--- config.mk ---
export PLATFORM = sky130hd
export DESIGN_NAME = packet_sender_rr_flat
export DESIGN_NICKNAME = d
export VERILOG_FILES = /design/src/rtl/packet_sender_rr_if.sv /design/src/rtl/packet_sender_rr.sv /design/src/flat_wrapper.sv
export SDC_FILE = /design/constraint.sdc
export NUM_CORES = 1
export LEC_CHECK = 0
export CAP_MARGIN = 20
export CELL_PAD_IN_SITES_DETAIL_PLACEMENT = 1
export CELL_PAD_IN_SITES_GLOBAL_PLACEMENT = 1
export CORE_UTILIZATION = 25
export DETAILED_ROUTE_END_ITERATION = 10
export PLACE_DENSITY_LB_ADDON = 0.15
export SYNTH_ARGS = -nofsm -noshare
export SYNTH_HDL_FRONTEND = slang
export SYNTH_SLANG_ARGS = --single-unit
export TNS_END_PERCENT = 30
--- constraint.sdc ---
create_clock -name clk -period 1.8 [get_ports clk]
set_input_delay 0.36 -clock clk [delete_from_list [all_inputs] [get_ports clk]]
set_output_delay 0.36 -clock clk [all_outputs]
set_load 0.02 [all_outputs]
--- src/rtl/packet_sender_rr_if.sv ---
// Handshake bundle between the packet buffers, packet_sender_rr and the output link.
// The master modport is the sender's view; the slave modport is the buffers/link view.
interface packet_sender_rr_if #(
  parameter int UWIDTH    = 8,
  parameter int PTR_IN_SZ = 4,
  parameter int NCH       = 2
);
  logic [NCH-1:0]        rempty;
  logic [NCH*UWIDTH-1:0] rdata;
  logic [PTR_IN_SZ-1:0]  raddr_in;
  logic [NCH-1:0]        rinc;
  logic [UWIDTH-1:0]     packet_out;
  logic                  packet_valid;
  logic                  packet_ready;
  logic                  packet_sop;
  logic                  packet_eop;
  logic [2:0]            ch_id;
  logic                  crc_err;

  modport master (
    input  rempty, rdata, packet_ready,
    output raddr_in, rinc, packet_out, packet_valid, packet_sop, packet_eop, ch_id, crc_err
  );

  modport slave (
    output rempty, rdata, packet_ready,
    input  raddr_in, rinc, packet_out, packet_valid, packet_sop, packet_eop, ch_id, crc_err
  );
endinterface

--- src/rtl/packet_sender_rr.sv ---
// Round-robin multi-channel packet sender: drains whole packets from NCH buffers onto one link.
// Optional feature macro PKT_CRC_CHECK_EN enables the running-XOR checksum check on crc_err.
module packet_sender_rr #(
  parameter int UWIDTH    = 8,
  parameter int PTR_IN_SZ = 4,
  parameter int NCH       = 2,
  parameter int SIZE_BITS = 3
) (
  input logic               clk,
  input logic               rst,
  packet_sender_rr_if.master bus
);

  typedef enum logic [2:0] {S_IDLE, S_SRC, S_DST, S_SIZE, S_DATA, S_CRC} state_t;

  state_t                 state_q, state_d;
  logic [2:0]             grant_q, grant_d;
  logic [2:0]             rr_ptr_q, rr_ptr_d;
  logic [PTR_IN_SZ-1:0]   raddr_q, raddr_d;
  logic [SIZE_BITS-1:0]   dsz_q, dsz_d;
  logic [NCH-1:0]         rinc_q, rinc_d;
  logic [UWIDTH-1:0]      word;
  logic [NCH-1:0]         gmask;
  logic [NCH-1:0]         req;
  logic                   xfer;
  logic                   arb_found;
  logic [2:0]             arb_win;

  function automatic logic [3:0] rr_pick(input logic [NCH-1:0] r, input logic [2:0] ptr);
    logic [3:0] res;
    int         idx;
    res = '0;
    for (int i = 1; i <= NCH; i++) begin
      idx = (int'(ptr) + i) % NCH;
      if (!res[3] && r[idx]) res = {1'b1, 3'(idx)};
    end
    return res;
  endfunction

  assign word = bus.rdata[int'(grant_q)*UWIDTH +: UWIDTH];
  assign xfer = (state_q != S_IDLE) && bus.packet_ready;

  // A channel whose pop is in flight (or is just finishing) still shows a stale rempty.
  always_comb begin
    for (int c = 0; c < NCH; c++) gmask[c] = (grant_q == 3'(c));
    req = ~bus.rempty & ~rinc_q;
    if (state_q == S_CRC) req = req & ~gmask;
    {arb_found, arb_win} = rr_pick(req, rr_ptr_q);
  end

  always_comb begin
    state_d  = state_q;
    grant_d  = grant_q;
    rr_ptr_d = rr_ptr_q;
    raddr_d  = raddr_q;
    dsz_d    = dsz_q;
    rinc_d   = '0;
    case (state_q)
      S_IDLE: if (arb_found) begin
        grant_d  = arb_win;
        rr_ptr_d = arb_win;
        raddr_d  = '0;
        state_d  = S_SRC;
      end
      S_SRC: if (xfer) begin
        raddr_d = raddr_q + PTR_IN_SZ'(1);
        state_d = S_DST;
      end
      S_DST: if (xfer) begin
        raddr_d = raddr_q + PTR_IN_SZ'(1);
        state_d = S_SIZE;
      end
      S_SIZE: if (xfer) begin
        raddr_d = raddr_q + PTR_IN_SZ'(1);
        dsz_d   = word[SIZE_BITS-1:0];
        state_d = (word[SIZE_BITS-1:0] != '0) ? S_DATA : S_CRC;
      end
      S_DATA: if (xfer) begin
        raddr_d = raddr_q + PTR_IN_SZ'(1);
        dsz_d   = dsz_q - SIZE_BITS'(1);
        if (dsz_q == SIZE_BITS'(1)) state_d = S_CRC;
      end
      S_CRC: if (xfer) begin
        rinc_d  = gmask;
        raddr_d = '0;
        if (arb_found) begin
          grant_d  = arb_win;
          rr_ptr_d = arb_win;
          state_d  = S_SRC;
        end else begin
          state_d  = S_IDLE;
        end
      end
      default: state_d = S_IDLE;
    endcase
  end

  always_ff @(posedge clk or negedge rst) begin
    if (!rst) begin
      state_q  <= S_IDLE;
      grant_q  <= '0;
      rr_ptr_q <= 3'(NCH-1);
      raddr_q  <= '0;
      dsz_q    <= '0;
      rinc_q   <= '0;
    end else begin
      state_q  <= state_d;
      grant_q  <= grant_d;
      rr_ptr_q <= rr_ptr_d;
      raddr_q  <= raddr_d;
      dsz_q    <= dsz_d;
      rinc_q   <= rinc_d;
    end
  end

`ifdef PKT_CRC_CHECK_EN
  logic [UWIDTH-1:0] xor_q, xor_d;
  logic              crc_err_q, crc_err_d;

  // SRC restarts the running XOR, so the accumulator needs no reset.
  always_comb begin
    xor_d     = xor_q;
    crc_err_d = 1'b0;
    if (xfer) begin
      case (state_q)
        S_SRC:                xor_d     = word;
        S_DST, S_SIZE, S_DATA: xor_d    = xor_q ^ word;
        S_CRC:                crc_err_d = (xor_q != word);
        default:              xor_d     = xor_q;
      endcase
    end
  end

  always_ff @(posedge clk) xor_q <= xor_d;

  always_ff @(posedge clk or negedge rst) begin
    if (!rst) crc_err_q <= 1'b0;
    else      crc_err_q <= crc_err_d;
  end

  assign bus.crc_err = crc_err_q;
`else
  assign bus.crc_err = 1'b0;
`endif

  assign bus.raddr_in     = raddr_q;
  assign bus.rinc         = rinc_q;
  assign bus.packet_out   = word;
  assign bus.packet_valid = (state_q != S_IDLE);
  assign bus.packet_sop   = (state_q == S_SRC);
  assign bus.packet_eop   = (state_q == S_CRC);
  assign bus.ch_id        = grant_q;

endmodule

--- src/flat_wrapper.sv ---
// flat-port wrapper written by rule: the top's interface ports become plain ports
module packet_sender_rr_flat 
#(
  parameter int UWIDTH    = 8,
  parameter int PTR_IN_SZ = 4,
  parameter int NCH       = 2,
  parameter int SIZE_BITS = 3
)
  (clk, rst, bus_rempty, bus_rdata, bus_packet_ready, bus_raddr_in, bus_rinc, bus_packet_out, bus_packet_valid, bus_packet_sop, bus_packet_eop, bus_ch_id, bus_crc_err);
  packet_sender_rr_if #(.UWIDTH(UWIDTH), .PTR_IN_SZ(PTR_IN_SZ), .NCH(NCH)) bus_i ();
  input logic clk;
  input logic rst;
  input wire logic [$bits(bus_i.rempty)-1:0] bus_rempty;
  input wire logic [$bits(bus_i.rdata)-1:0] bus_rdata;
  input wire logic [$bits(bus_i.packet_ready)-1:0] bus_packet_ready;
  output wire logic [$bits(bus_i.raddr_in)-1:0] bus_raddr_in;
  output wire logic [$bits(bus_i.rinc)-1:0] bus_rinc;
  output wire logic [$bits(bus_i.packet_out)-1:0] bus_packet_out;
  output wire logic [$bits(bus_i.packet_valid)-1:0] bus_packet_valid;
  output wire logic [$bits(bus_i.packet_sop)-1:0] bus_packet_sop;
  output wire logic [$bits(bus_i.packet_eop)-1:0] bus_packet_eop;
  output wire logic [$bits(bus_i.ch_id)-1:0] bus_ch_id;
  output wire logic [$bits(bus_i.crc_err)-1:0] bus_crc_err;
  assign bus_i.rempty = bus_rempty;
  assign bus_i.rdata = bus_rdata;
  assign bus_i.packet_ready = bus_packet_ready;
  assign bus_raddr_in = bus_i.raddr_in;
  assign bus_rinc = bus_i.rinc;
  assign bus_packet_out = bus_i.packet_out;
  assign bus_packet_valid = bus_i.packet_valid;
  assign bus_packet_sop = bus_i.packet_sop;
  assign bus_packet_eop = bus_i.packet_eop;
  assign bus_ch_id = bus_i.ch_id;
  assign bus_crc_err = bus_i.crc_err;
  packet_sender_rr #(.UWIDTH(UWIDTH), .PTR_IN_SZ(PTR_IN_SZ), .NCH(NCH), .SIZE_BITS(SIZE_BITS)) u_core (.clk(clk), .rst(rst), .bus(bus_i));
endmodule
==> out/results.tsv <==
stage	metric	value	unit
status	status	finished, violations left	
status	failing checks	setup timing	
yosys	Yosys reg bits	14	
pwr	clock network power share	0.105	
timing	fraction of the cycle the final worst path needs	1.01	
timing	final slew viol count	0	
floorplan	die footprint	0.00447	mm2
cells_and_area	share of post-route cells with drive strength above 1	0.376	
floorplan	Initial Util	0.261	
pwr	Switch Pwr	1.25	mW
yosys	Synth Flop Type	dfrtp_1	
cells_and_area	Final Util	0.422	
yosys	simple-gate portion of the synthesized area	0.221	
yosys	Post-synth ARST share	1.00	
global_route	GR met3 Demand/Resource	0.0342	
cells_and_area	ANT cells	0	
yosys	Seq/Total Area, Yosys	0.335	
timing	post-route minimum period	1.83	ns
global_route	vias in the first global route	1118	
placed_design	DP Cell Count	211	
routing	Final ANT Viol Nets	0	
worst_setup_path	Crit path arrival time	1.96	ns
cts	CTS sink count	14	
cts	insertion delay to the later sink of the worst-skew pair	0.24	ns
cells_and_area	layout overhead on the synthesized area	61.7	%
yosys	top cells by area, synth	dfrtp_1, mux2_2, ha_1	
global_route	initial antenna violation count	0	
yosys	most frequent cell after synthesis	dfrtp_1	
yosys	Mapped Cells	111	
routing	final WL	3270	um
cells_and_area	multi-input logic area	677	um2
global_route	largest net degree at the start of global routing	15	
cts	clk slew on worst S/H paths	0.06	ns
timing	Clock Skew	0.00256	ns
flow_run	Max-Cap Viols	0	
yosys	Yosys top cell area share	0.310	
timing	setup ws final	-0.0268	ns
yosys	largest family of logic cells by synthesized area	simple AND/OR/NAND/NOR gates	
pwr	sequential power share	0.225	
pwr	Switching Fraction	0.424	
cells_and_area	final cell count without fillers	220	
cts	clk buf depth	2	
cts	Root Buffer	clkbuf_8	
yosys	Synth Area in Compound Gates	0.192	
yosys	EDFF count, synth	0	
worst_setup_path	Setup crit start kind	register	
placed_design	RD Place Congestion	0.734	
timing	max frequency	0.547	GHz
routing	Detailed Route Iter0 Violations	7	
cts	CTS H-tree depth	1	
routing	DRC	0	
global_route	GRT busiest layer	met2	
cts	CTS tree	yes	
floorplan	core area	0.00403	mm2
yosys	Synth Warn #	0	
yosys	Mean Syn Cell Area	9.47	um2
cts	cts bufs inserted	3	
floorplan	Die Width	66.8	um
yosys	Post-synth top cells	dfrtp_1, mux2_2, nand2_1, nor2_1, inv_1	
worst_setup_path	crit end category	register	
hold_path	Worst Hold Class	in2async	
yosys	XOR/XNOR share of the synthesized area	0.00833	
cells_and_area	# fillers	493	
pwr	Pwr Density	1740	mW/mm2
floorplan	die height	66.8	um
routing	via/cell ratio	4.85	
timing	RSZ-0062 raised after global routing	true	
pwr	Lkg Pwr	0.770	nW
pwr	Logic pwr share	0.670	
global_route	GR Layer Usage met2	0.297	
floorplan	num rows	23	
placed_design	port buffer count	38	
cells_and_area	sequential cell area	354	um2
yosys	Synth area leader	dfrtp_1	
yosys	Cell variety after synth	45	
global_route	Total GRT Usage	0.162	
cells_and_area	Post-layout nets	195	
placed_design	post-DP HPWL	2390	um
placed_design	placed inst area	0.00158	mm2
yosys	mux cell area share after synthesis	0.125	
routing	DR WL/cell	14.8	um
yosys	cell area after synthesis	0.00105	mm2
routing	total number of vias	1066	
worst_setup_path	Critical Path RT	1.93	ns
pwr	Int Pwr	1.70	mW
cells_and_area	cell area after layout	0.00170	mm2
worst_setup_path	critical-path maximum fanout	3	
routing	DRT Pass-1 Iters	4	
floorplan	io pins	42	
worst_setup_path	kind of critical path	reg2reg	
timing	Final setup viols	3	
timing	Hold Vio Cnt, Final	0	
yosys	post-synthesis adder-cell area fraction	0.0357	
global_route	first-pass GRT wire length	5390	um
pwr	worst ir drop on vdd	0.904	mV
global_route	grt total ovfl	0	
global_route	global routing usage on met1	0.192	
==> placed cells by master (no fill, tap or decap), drive strengths merged, types with 4 or more instances in the layout <==
cell           instances
clkdlybuf4s50         26
mux2                  11
dfrtp                 13
clkbuf                10
and3                   4
a21oi                  5
buf                   25
o21ai                  5
nor2                   8
inv                    7
nand2                  9
==> per-layer routing <==
metal,vias up,wire [um]
met2,21,1720
met1,529,1410
met4,0,17
li1,514,-
met3,2,113
met5,-,0
==> power groups by stage <==
stage / sequential [mW] / combinational (mW) / clock [mW]
after floorplan: 0.667 / 1.05 / 0
after global placement: 0.671 / 1.74 / 0
after detailed placement: 0.679 / 1.78 / 0
after CTS: 0.672 / 1.84 / 0.326
after global routing: 0.692 / 2.16 / 0.341
final: 0.663 / 1.98 / 0.311
==> through the flow <==
step / power (mW) / TNS, ns / hold WS, ns / worst slack (ns)
after CTS: 2.84 / -0.538 / 0.448 / -0.135
after detailed placement: 2.45 / -1.62 / 0.469 / -0.189
final: 2.95 / -0.0690 / 0.437 / -0.0268
after global routing: 3.19 / -0.383 / 0.459 / -0.121
after global placement: 2.41 / -1.37 / 0.467 / -0.139
after floorplan: 1.72 / 0 / 0.0644 / 0.105
==> worst max-delay path, cell delays in order, from the launching register on <==
cell and delay [ns]:
dfrtp_2 0.41, buf_6 0.12, buf_6 0.11, nor4bb_4 0.32, o32ai_2 0.15, a21oi_2 0.27, mux2_4 0.33
==> path summary, 6_finish.rpt <==
path	slack (ns)	depth (start not counted)	startpoint	end
worst max-delay path	-0.03	6	u_core.bus.ch_id[0]	u_core.bus.raddr_in[1]
worst min-delay path	0.44	2	rst	u_core.dsz_q[0]
worst max register to register	-0.03	6	u_core.bus.ch_id[0]	u_core.bus.raddr_in[1]
worst min register to register	0.48	1	u_core.dsz_q[1]	u_core.dsz_q[1]
max in group asynchronous	1.12	2	rst	u_core.rr_ptr_q[0]
min in group clk	0.48	1	u_core.dsz_q[1]	u_core.dsz_q[1]
==> area by class of cell <==
cell class              instances  area share
repair buffers                 61       0.309
inverters                       7      0.0155
flip-flops and latches         14       0.208
multi-input cells              84       0.398
clock buffers                   4      0.0324
well taps                      50      0.0368
==> logic make-up (layout without fill, tap and decap cells) <==
logic type,count (synthesis),after routing
buffers and inverters,15,72
other,1,3
AO/OA/AOI/OAI,26,26
multiplexers,11,11
adder cells (fa/ha/maj),3,3
XOR/XNOR,1,1
AND/OR/NAND/NOR,40,40
flip-flops,14,14
==> state kept, by name, indices dropped and copies added, names as in the netlist <==
name	count
u_core.bus.ch_id	1
u_core.rr_ptr_q	1
u_core.state_q	3
u_core.bus.rinc	2
u_core.bus.raddr_in	4
u_core.dsz_q	3
==> what timing repair did <==
| action | 4_1_cts | 5_1_grt |
|---|---|---|
| setup endpoints to repair | 15 | 13 |
| setup buffers | 2 | 4 |
| hold buffers | 0 | 0 |
| gates resized for setup | 25 | 22 |
| pin swaps | 1 | 4 |
(Power assumes the default switching activity.)
